==> src/rtl/babbage_reader_if.sv <==
// Bundle between the difference-engine reader and its client: run control,
// engine pulses and captured term/differences.
interface babbage_reader_if;
  logic       go;
  logic [4:0] count;
  logic [9:0] indata;
  logic       start;
  logic       nextn;
  logic [9:0] value;
  logic [9:0] d1;
  logic [9:0] d2;
  logic [9:0] d3;
  logic [4:0] idx;
  logic       valid;
  logic       err;
  logic       busy;
  logic       done;

  modport master (
    output go, count, indata,
    input  start, nextn, value, d1, d2, d3, idx, valid, err, busy, done
  );

  modport slave (
    input  go, count, indata,
    output start, nextn, value, d1, d2, d3, idx, valid, err, busy, done
  );
endinterface

==> src/rtl/babbage_reader.sv <==
// Reads successive terms from a difference engine via active-low start/next
// pulses and checks that the third difference stays constant.
module babbage_reader #(
  parameter int         PULSE_W = 2,
  parameter int         SETTLE  = 4,
  parameter logic [9:0] D3_EXP  = 10'd6
) (
  input  logic             clk,
  input  logic             rst,
  babbage_reader_if.slave  bus
);

  typedef enum logic [2:0] {
    IDLE, START_LO, START_SET, SAMPLE, NEXT_LO, NEXT_SET, DONE
  } state_t;

  localparam int CMAX = (PULSE_W > SETTLE) ? PULSE_W : SETTLE;
  localparam int CW   = $clog2(CMAX + 1);
  localparam logic [CW-1:0] PW_LAST = CW'(PULSE_W - 1);
  localparam logic [CW-1:0] ST_LAST = CW'(SETTLE - 1);

  state_t        state_reg, state_next;
  logic [CW-1:0] cnt_reg, cnt_next;
  logic [4:0]    count_reg;
  logic [4:0]    k_reg;
  logic [4:0]    idx_reg;
  logic          err_reg;
  logic          start_reg, start_next;
  logic          nextn_reg, nextn_next;
  logic          busy_reg, busy_next;
  logic          done_reg, done_next;
  logic          valid_reg, valid_next;
  logic          last_term;
  logic          first_term;
  logic          sample;

  assign last_term  = ({1'b0, k_reg} + 6'd1) >= {1'b0, count_reg};
  assign first_term = (k_reg == 5'd0);
  assign sample     = (state_reg == SAMPLE);

  // State register plus the registered outputs, so start/nextn never glitch.
  always_ff @(posedge clk or negedge rst) begin
    if (!rst) begin
      state_reg <= IDLE;
      cnt_reg   <= '0;
      start_reg <= 1'b1;
      nextn_reg <= 1'b1;
      busy_reg  <= 1'b0;
      done_reg  <= 1'b0;
      valid_reg <= 1'b0;
    end else begin
      state_reg <= state_next;
      cnt_reg   <= cnt_next;
      start_reg <= start_next;
      nextn_reg <= nextn_next;
      busy_reg  <= busy_next;
      done_reg  <= done_next;
      valid_reg <= valid_next;
    end
  end

  always_comb begin
    state_next = state_reg;
    cnt_next   = cnt_reg + CW'(1);
    case (state_reg)
      IDLE: begin
        cnt_next = '0;
        if (bus.go) begin
          state_next = (bus.count != 5'd0) ? START_LO : DONE;
        end
      end
      START_LO: begin
        if (cnt_reg == PW_LAST) begin
          state_next = START_SET;
          cnt_next   = '0;
        end
      end
      START_SET: begin
        if (cnt_reg == ST_LAST) begin
          state_next = SAMPLE;
          cnt_next   = '0;
        end
      end
      SAMPLE: begin
        cnt_next   = '0;
        state_next = last_term ? DONE : NEXT_LO;
      end
      NEXT_LO: begin
        if (cnt_reg == PW_LAST) begin
          state_next = NEXT_SET;
          cnt_next   = '0;
        end
      end
      NEXT_SET: begin
        if (cnt_reg == ST_LAST) begin
          state_next = SAMPLE;
          cnt_next   = '0;
        end
      end
      DONE: begin
        cnt_next   = '0;
        state_next = IDLE;
      end
      default: begin
        cnt_next   = '0;
        state_next = IDLE;
      end
    endcase
  end

  // Outputs are decoded from the upcoming state so they line up with it.
  always_comb begin
    start_next = (state_next != START_LO);
    nextn_next = (state_next != NEXT_LO);
    busy_next  = (state_next != IDLE);
    done_next  = (state_next == DONE);
    valid_next = sample;
  end

  always_ff @(posedge clk or negedge rst) begin
    if (!rst) begin
      count_reg <= '0;
      k_reg     <= '0;
      idx_reg   <= '0;
      err_reg   <= 1'b0;
    end else begin
      if (state_reg == IDLE && bus.go) begin
        count_reg <= bus.count;
        k_reg     <= '0;
        err_reg   <= 1'b0;
      end
      if (sample) begin
        idx_reg <= k_reg;
        if (k_reg >= 5'd3 && g_diff[3].dn != D3_EXP) begin
          err_reg <= 1'b1;
        end
        if (!last_term) begin
          k_reg <= k_reg + 5'd1;
        end
      end
    end
  end

  // Stage 0 is the term itself; stage n is the n-th difference. The registered
  // value of each stage doubles as the history for the next term.
  genvar gi;
  generate
    for (gi = 0; gi < 4; gi++) begin : g_diff
      logic [9:0] dn;
      logic [9:0] dr;
      if (gi == 0) begin : g_first
        assign dn = bus.indata;
      end else begin : g_rest
        assign dn = g_diff[gi-1].dn - (first_term ? 10'd0 : g_diff[gi-1].dr);
      end
      always_ff @(posedge clk or negedge rst) begin
        if (!rst) begin
          dr <= '0;
        end else if (sample) begin
          dr <= dn;
        end
      end
    end
  endgenerate

  assign bus.start = start_reg;
  assign bus.nextn = nextn_reg;
  assign bus.value = g_diff[0].dr;
  assign bus.d1    = g_diff[1].dr;
  assign bus.d2    = g_diff[2].dr;
  assign bus.d3    = g_diff[3].dr;
  assign bus.idx   = idx_reg;
  assign bus.valid = valid_reg;
  assign bus.err   = err_reg;
  assign bus.busy  = busy_reg;
  assign bus.done  = done_reg;

endmodule

==> src/flat_wrapper.sv <==
// flat-port wrapper written by rule: the top's interface ports become plain ports
module babbage_reader_flat 
#(
  parameter int         PULSE_W = 2,
  parameter int         SETTLE  = 4,
  parameter logic [9:0] D3_EXP  = 10'd6
)
  (clk, rst, bus_go, bus_count, bus_indata, bus_start, bus_nextn, bus_value, bus_d1, bus_d2, bus_d3, bus_idx, bus_valid, bus_err, bus_busy, bus_done);
  babbage_reader_if bus_i ();
  input  logic clk;
  input  logic rst;
  input wire logic [$bits(bus_i.go)-1:0] bus_go;
  input wire logic [$bits(bus_i.count)-1:0] bus_count;
  input wire logic [$bits(bus_i.indata)-1:0] bus_indata;
  output wire logic [$bits(bus_i.start)-1:0] bus_start;
  output wire logic [$bits(bus_i.nextn)-1:0] bus_nextn;
  output wire logic [$bits(bus_i.value)-1:0] bus_value;
  output wire logic [$bits(bus_i.d1)-1:0] bus_d1;
  output wire logic [$bits(bus_i.d2)-1:0] bus_d2;
  output wire logic [$bits(bus_i.d3)-1:0] bus_d3;
  output wire logic [$bits(bus_i.idx)-1:0] bus_idx;
  output wire logic [$bits(bus_i.valid)-1:0] bus_valid;
  output wire logic [$bits(bus_i.err)-1:0] bus_err;
  output wire logic [$bits(bus_i.busy)-1:0] bus_busy;
  output wire logic [$bits(bus_i.done)-1:0] bus_done;
  assign bus_i.go = bus_go;
  assign bus_i.count = bus_count;
  assign bus_i.indata = bus_indata;
  assign bus_start = bus_i.start;
  assign bus_nextn = bus_i.nextn;
  assign bus_value = bus_i.value;
  assign bus_d1 = bus_i.d1;
  assign bus_d2 = bus_i.d2;
  assign bus_d3 = bus_i.d3;
  assign bus_idx = bus_i.idx;
  assign bus_valid = bus_i.valid;
  assign bus_err = bus_i.err;
  assign bus_busy = bus_i.busy;
  assign bus_done = bus_i.done;
  babbage_reader #(.PULSE_W(PULSE_W), .SETTLE(SETTLE), .D3_EXP(D3_EXP)) u_core (.clk(clk), .rst(rst), .bus(bus_i));
endmodule
==> config.mk <==
export PLATFORM = sky130hd
export DESIGN_NAME = babbage_reader_flat
export DESIGN_NICKNAME = d
export VERILOG_FILES = /design/src/rtl/babbage_reader_if.sv /design/src/rtl/babbage_reader.sv /design/src/flat_wrapper.sv
export SDC_FILE = /design/constraint.sdc
export NUM_CORES = 1
export LEC_CHECK = 0
export ABC_AREA = 1
export CORE_UTILIZATION = 55
export CTS_CLUSTER_SIZE = 30
export DETAILED_ROUTE_END_ITERATION = 12
export GPL_ROUTABILITY_DRIVEN = 0
export PLACE_DENSITY_LB_ADDON = 0.08
export SLEW_MARGIN = 0
export SYNTH_ARGS = -nofsm -noshare
export SYNTH_HDL_FRONTEND = slang
export SYNTH_SLANG_ARGS = --single-unit
==> constraint.sdc <==
create_clock -name clk -period 5.15 [get_ports clk]
set_input_delay 1.03 -clock clk [delete_from_list [all_inputs] [get_ports clk]]
set_output_delay 1.03 -clock clk [all_outputs]
set_load 0.005 [all_outputs]
==> run metrics <==
status=completed; endpoints failing setup=0; top-area cell type share of the netlist area=between 30% and 40%; Fmax=around 220 MHz; peak supply drop=just over 0.5 mV; Cell Area, Placed=~5200 um^2; remaining global-route overflow=0; R2R depth=26; post-synthesis sequential area ratio=around two fifths; # DRC=0; Total Routing Usage GR=between 20% and 30%; Worst-Margin Slew=between 0.6 and 0.7 ns; most common cell after layout, fill and taps aside=nand2_1; H-tree levels=3; Syn-to-layout area delta=22.0%; Hold Crit Endpoint=u_core.cnt_reg[0]$_DFF_PN0_; post-synth top area cell=dfrtp_1; final WL=roughly 10 mm; Fillers=between 600 and 700; synthesized cell area=around 4400 um^2; synth unique cells=between 40 and 50; Hold Violations, Final=0; critical path arrival=roughly 4.8 ns; Max Root-Sink Buffers=2; DRT Pass-1 Iters=4; Final #Nets=706; Syn Inst Count=577; number of max-cap violations=0; max-slew violation count=0; fin worst setup slack=0.591 ns; Hold Startpoint=u_core.cnt_reg[0]$_DFF_PN0_; RSZ-0062 raised after global routing=no; Syn. warnings=0; CTS sink count=67; Lkg Pwr=2.70 nW; hold path depth=1; DRT antenna net count=0; Die W=around 91 um; Reg-to-Reg End=u_core.bus.err$_DFF_PN0_; Resized Gates After CTS=0; global-route wire length before repair=17.1 mm; Placement Rows=32; Hold Buf Count CTS=0; vias in the first global route=3958; Pwr Total=4.29 mW; share of cells above drive strength 1=7.95%; final core utilization=between 60% and 70%; clk root buf=clkbuf_8; dpl hpwl=~7.5 mm; Design Area, Final=approximately 5400 um^2; via/cell ratio=5.27; r2r setup slk=around 0.63 ns; initial antenna violation count=0; Routed WL per cell=13.3 um; Reg-to-Reg Start=u_core.k_reg[0]$_DFF_PN0_; pwr dens=around 800 nW/um^2; fin crit period=approximately 4.6 ns; Die Ht=approximately 91 um; CTS clk-pin slew, worst paths=approximately 0.08 ns; vias post-DR=3982; most frequent cells in the layout=189 x nand2_1, 67 x clkdlybuf4s50_1, 66 x inv_1; Synth area leaders=dfrtp_1 37%, nand2_1 16%, ha_1 10%; Layout Skew=0.0117 ns; DRT iter0 DRCs=263; kind of critical path=in -> reg; starting density of the core=56.9%; # Post-CTS Setup Buffers=0; required time worst endpoint=about 5.4 ns; Critical Path Start Type=primary input; clock buffers created by TritonCTS=9; Max-Slew Margin vs Limit=between 50 and 60%; net count of the mapped netlist=about 630; IO Pins=69; crit-path max FO=4; diodes inserted=0; Port Buf Inserts=a little under 70; die area=~8400 um^2; Hold Crit Class=reg -> reg; crit path capture type=flip-flop; CTS tree=done; Placeable Area=7730 um^2; setup_tns=0 ns; Place WS=about 0.20 ns; Syn Area/Cell=7.63 um^2; FF+latch count, synth=67; fin crit share=a little under 90%; largest net degree at the start of global routing=55; Worst-Skew Late Latency=0.35 ns
metrics by stage:
step | hold slack, ns | std cells
floorplan | 0.435 | 577
global placement | 0.446 | 740
detailed placement | 0.462 | 740
CTS | 0.473 | 756
global route | 0.507 | 756
finish | 0.477 | 756
synth_stat cells (all sizes together):
| cell | n |
|---|---|
| dfrtp | 65 |
| o31ai | 2 |
| a31oi | 7 |
| nand4 | 4 |
| a31o | 1 |
| o21a | 2 |
| nand2 | 192 |
| buf | 1 |
| ha | 36 |
| nand3b | 4 |
| nor3 | 3 |
| fa | 3 |
| a21oi | 17 |
| o211ai | 1 |
| or2 | 3 |
| clkinv | 1 |
| xor2 | 14 |
| nand3 | 43 |
| xnor2 | 5 |
| dfstp | 2 |
| o21ai | 38 |
| nor2 | 43 |
| o21bai | 1 |
| o2111ai | 1 |
| mux2 | 1 |
| inv | 70 |
| and2 | 2 |
| a21o | 2 |
| nor4 | 1 |
| o311ai | 1 |
| clkbuf | 11 |
logic make-up after synthesis:
| kind of cell | after synthesis | synth area share (%) |
|---|---|---|
| AND/OR/NAND/NOR | 295 | 29.5 |
| adder cells (fa/ha/maj) | 39 | 11.6 |
| AO/OA/AOI/OAI | 73 | 9.55 |
| multiplexers | 1 | 0.256 |
| buffers and inverters | 83 | 7.19 |
| flip-flops | 67 | 38.2 |
| XOR/XNOR | 19 | 3.78 |
power breakdown:
part | switching (mW) | internal [mW] | total [mW] | leakage (nW)
clock | 0.215 | 0.175 | 0.390 | 0.0822
combinational | 1.71 | 1.26 | 2.97 | 1.79
sequential | 0.165 | 0.766 | 0.930 | 0.825
total | 2.09 | 2.20 | 4.29 | 2.70
worst max-delay path by stage:
stage / startpoint / to / slack, ns / cells after the start
2_1_floorplan: bus_indata[0] / u_core.bus.err$_DFF_PN0_ / 1.01 / 22
3_3_place_gp: bus_indata[0] / u_core.bus.err$_DFF_PN0_ / 0.34 / 23
3_5_place_dp: bus_indata[0] / u_core.bus.err$_DFF_PN0_ / 0.20 / 23
4_1_cts: bus_indata[0] / u_core.bus.err$_DFF_PN0_ / 0.59 / 23
5_1_grt: u_core.k_reg[0]$_DFF_PN0_ / u_core.bus.err$_DFF_PN0_ / 0.19 / 26
6_report: bus_indata[0] / u_core.bus.err$_DFF_PN0_ / 0.59 / 23
worst max-delay path, stage by stage:
cell and delay (ns):
clkdlybuf4s50_1 0.49, inv_1 0.06, ha_1 0.23, fa_1 0.51, fa_1 0.47, nand3b_1 0.16, and2_1 0.20, o31ai_1 0.30
xor2_1 0.14, ha_1 0.35, inv_1 0.07, nor2_1 0.10, nand3_1 0.10, nand2_1 0.08, nand3_2 0.06, nand2_1 0.06
nand2_1 0.06, nand2_1 0.05, nand2_1 0.04, nand2_1 0.08, nand2_1 0.05, nand2_1 0.05, nand2_1 0.04
layout make-up:
class	count	area (um^2)	area share, %
sequential	67	1680	31.3
inverter	71	272	5.06
multi-input combinational	427	2410	44.8
clock buffer	10	128	2.38
clock inverter	6	42.5	0.792
tap	102	128	2.38
timing repair buffer	73	713	13.3
per-layer routing:
metal | track usage [%] | up-vias | wire [um] | share of wire (%)
met3 | 4.10 | 23 | 510 | 5.1
met5 | 0 | - | 0 | 0
met1 | 30.8 | 1854 | 4210 | 42
met4 | 9.66 | 0 | 221 | 2.2
li1 | - | 1994 | - | -
met2 | 45.4 | 111 | 5110 | 51
(Power assumes the default switching activity.)
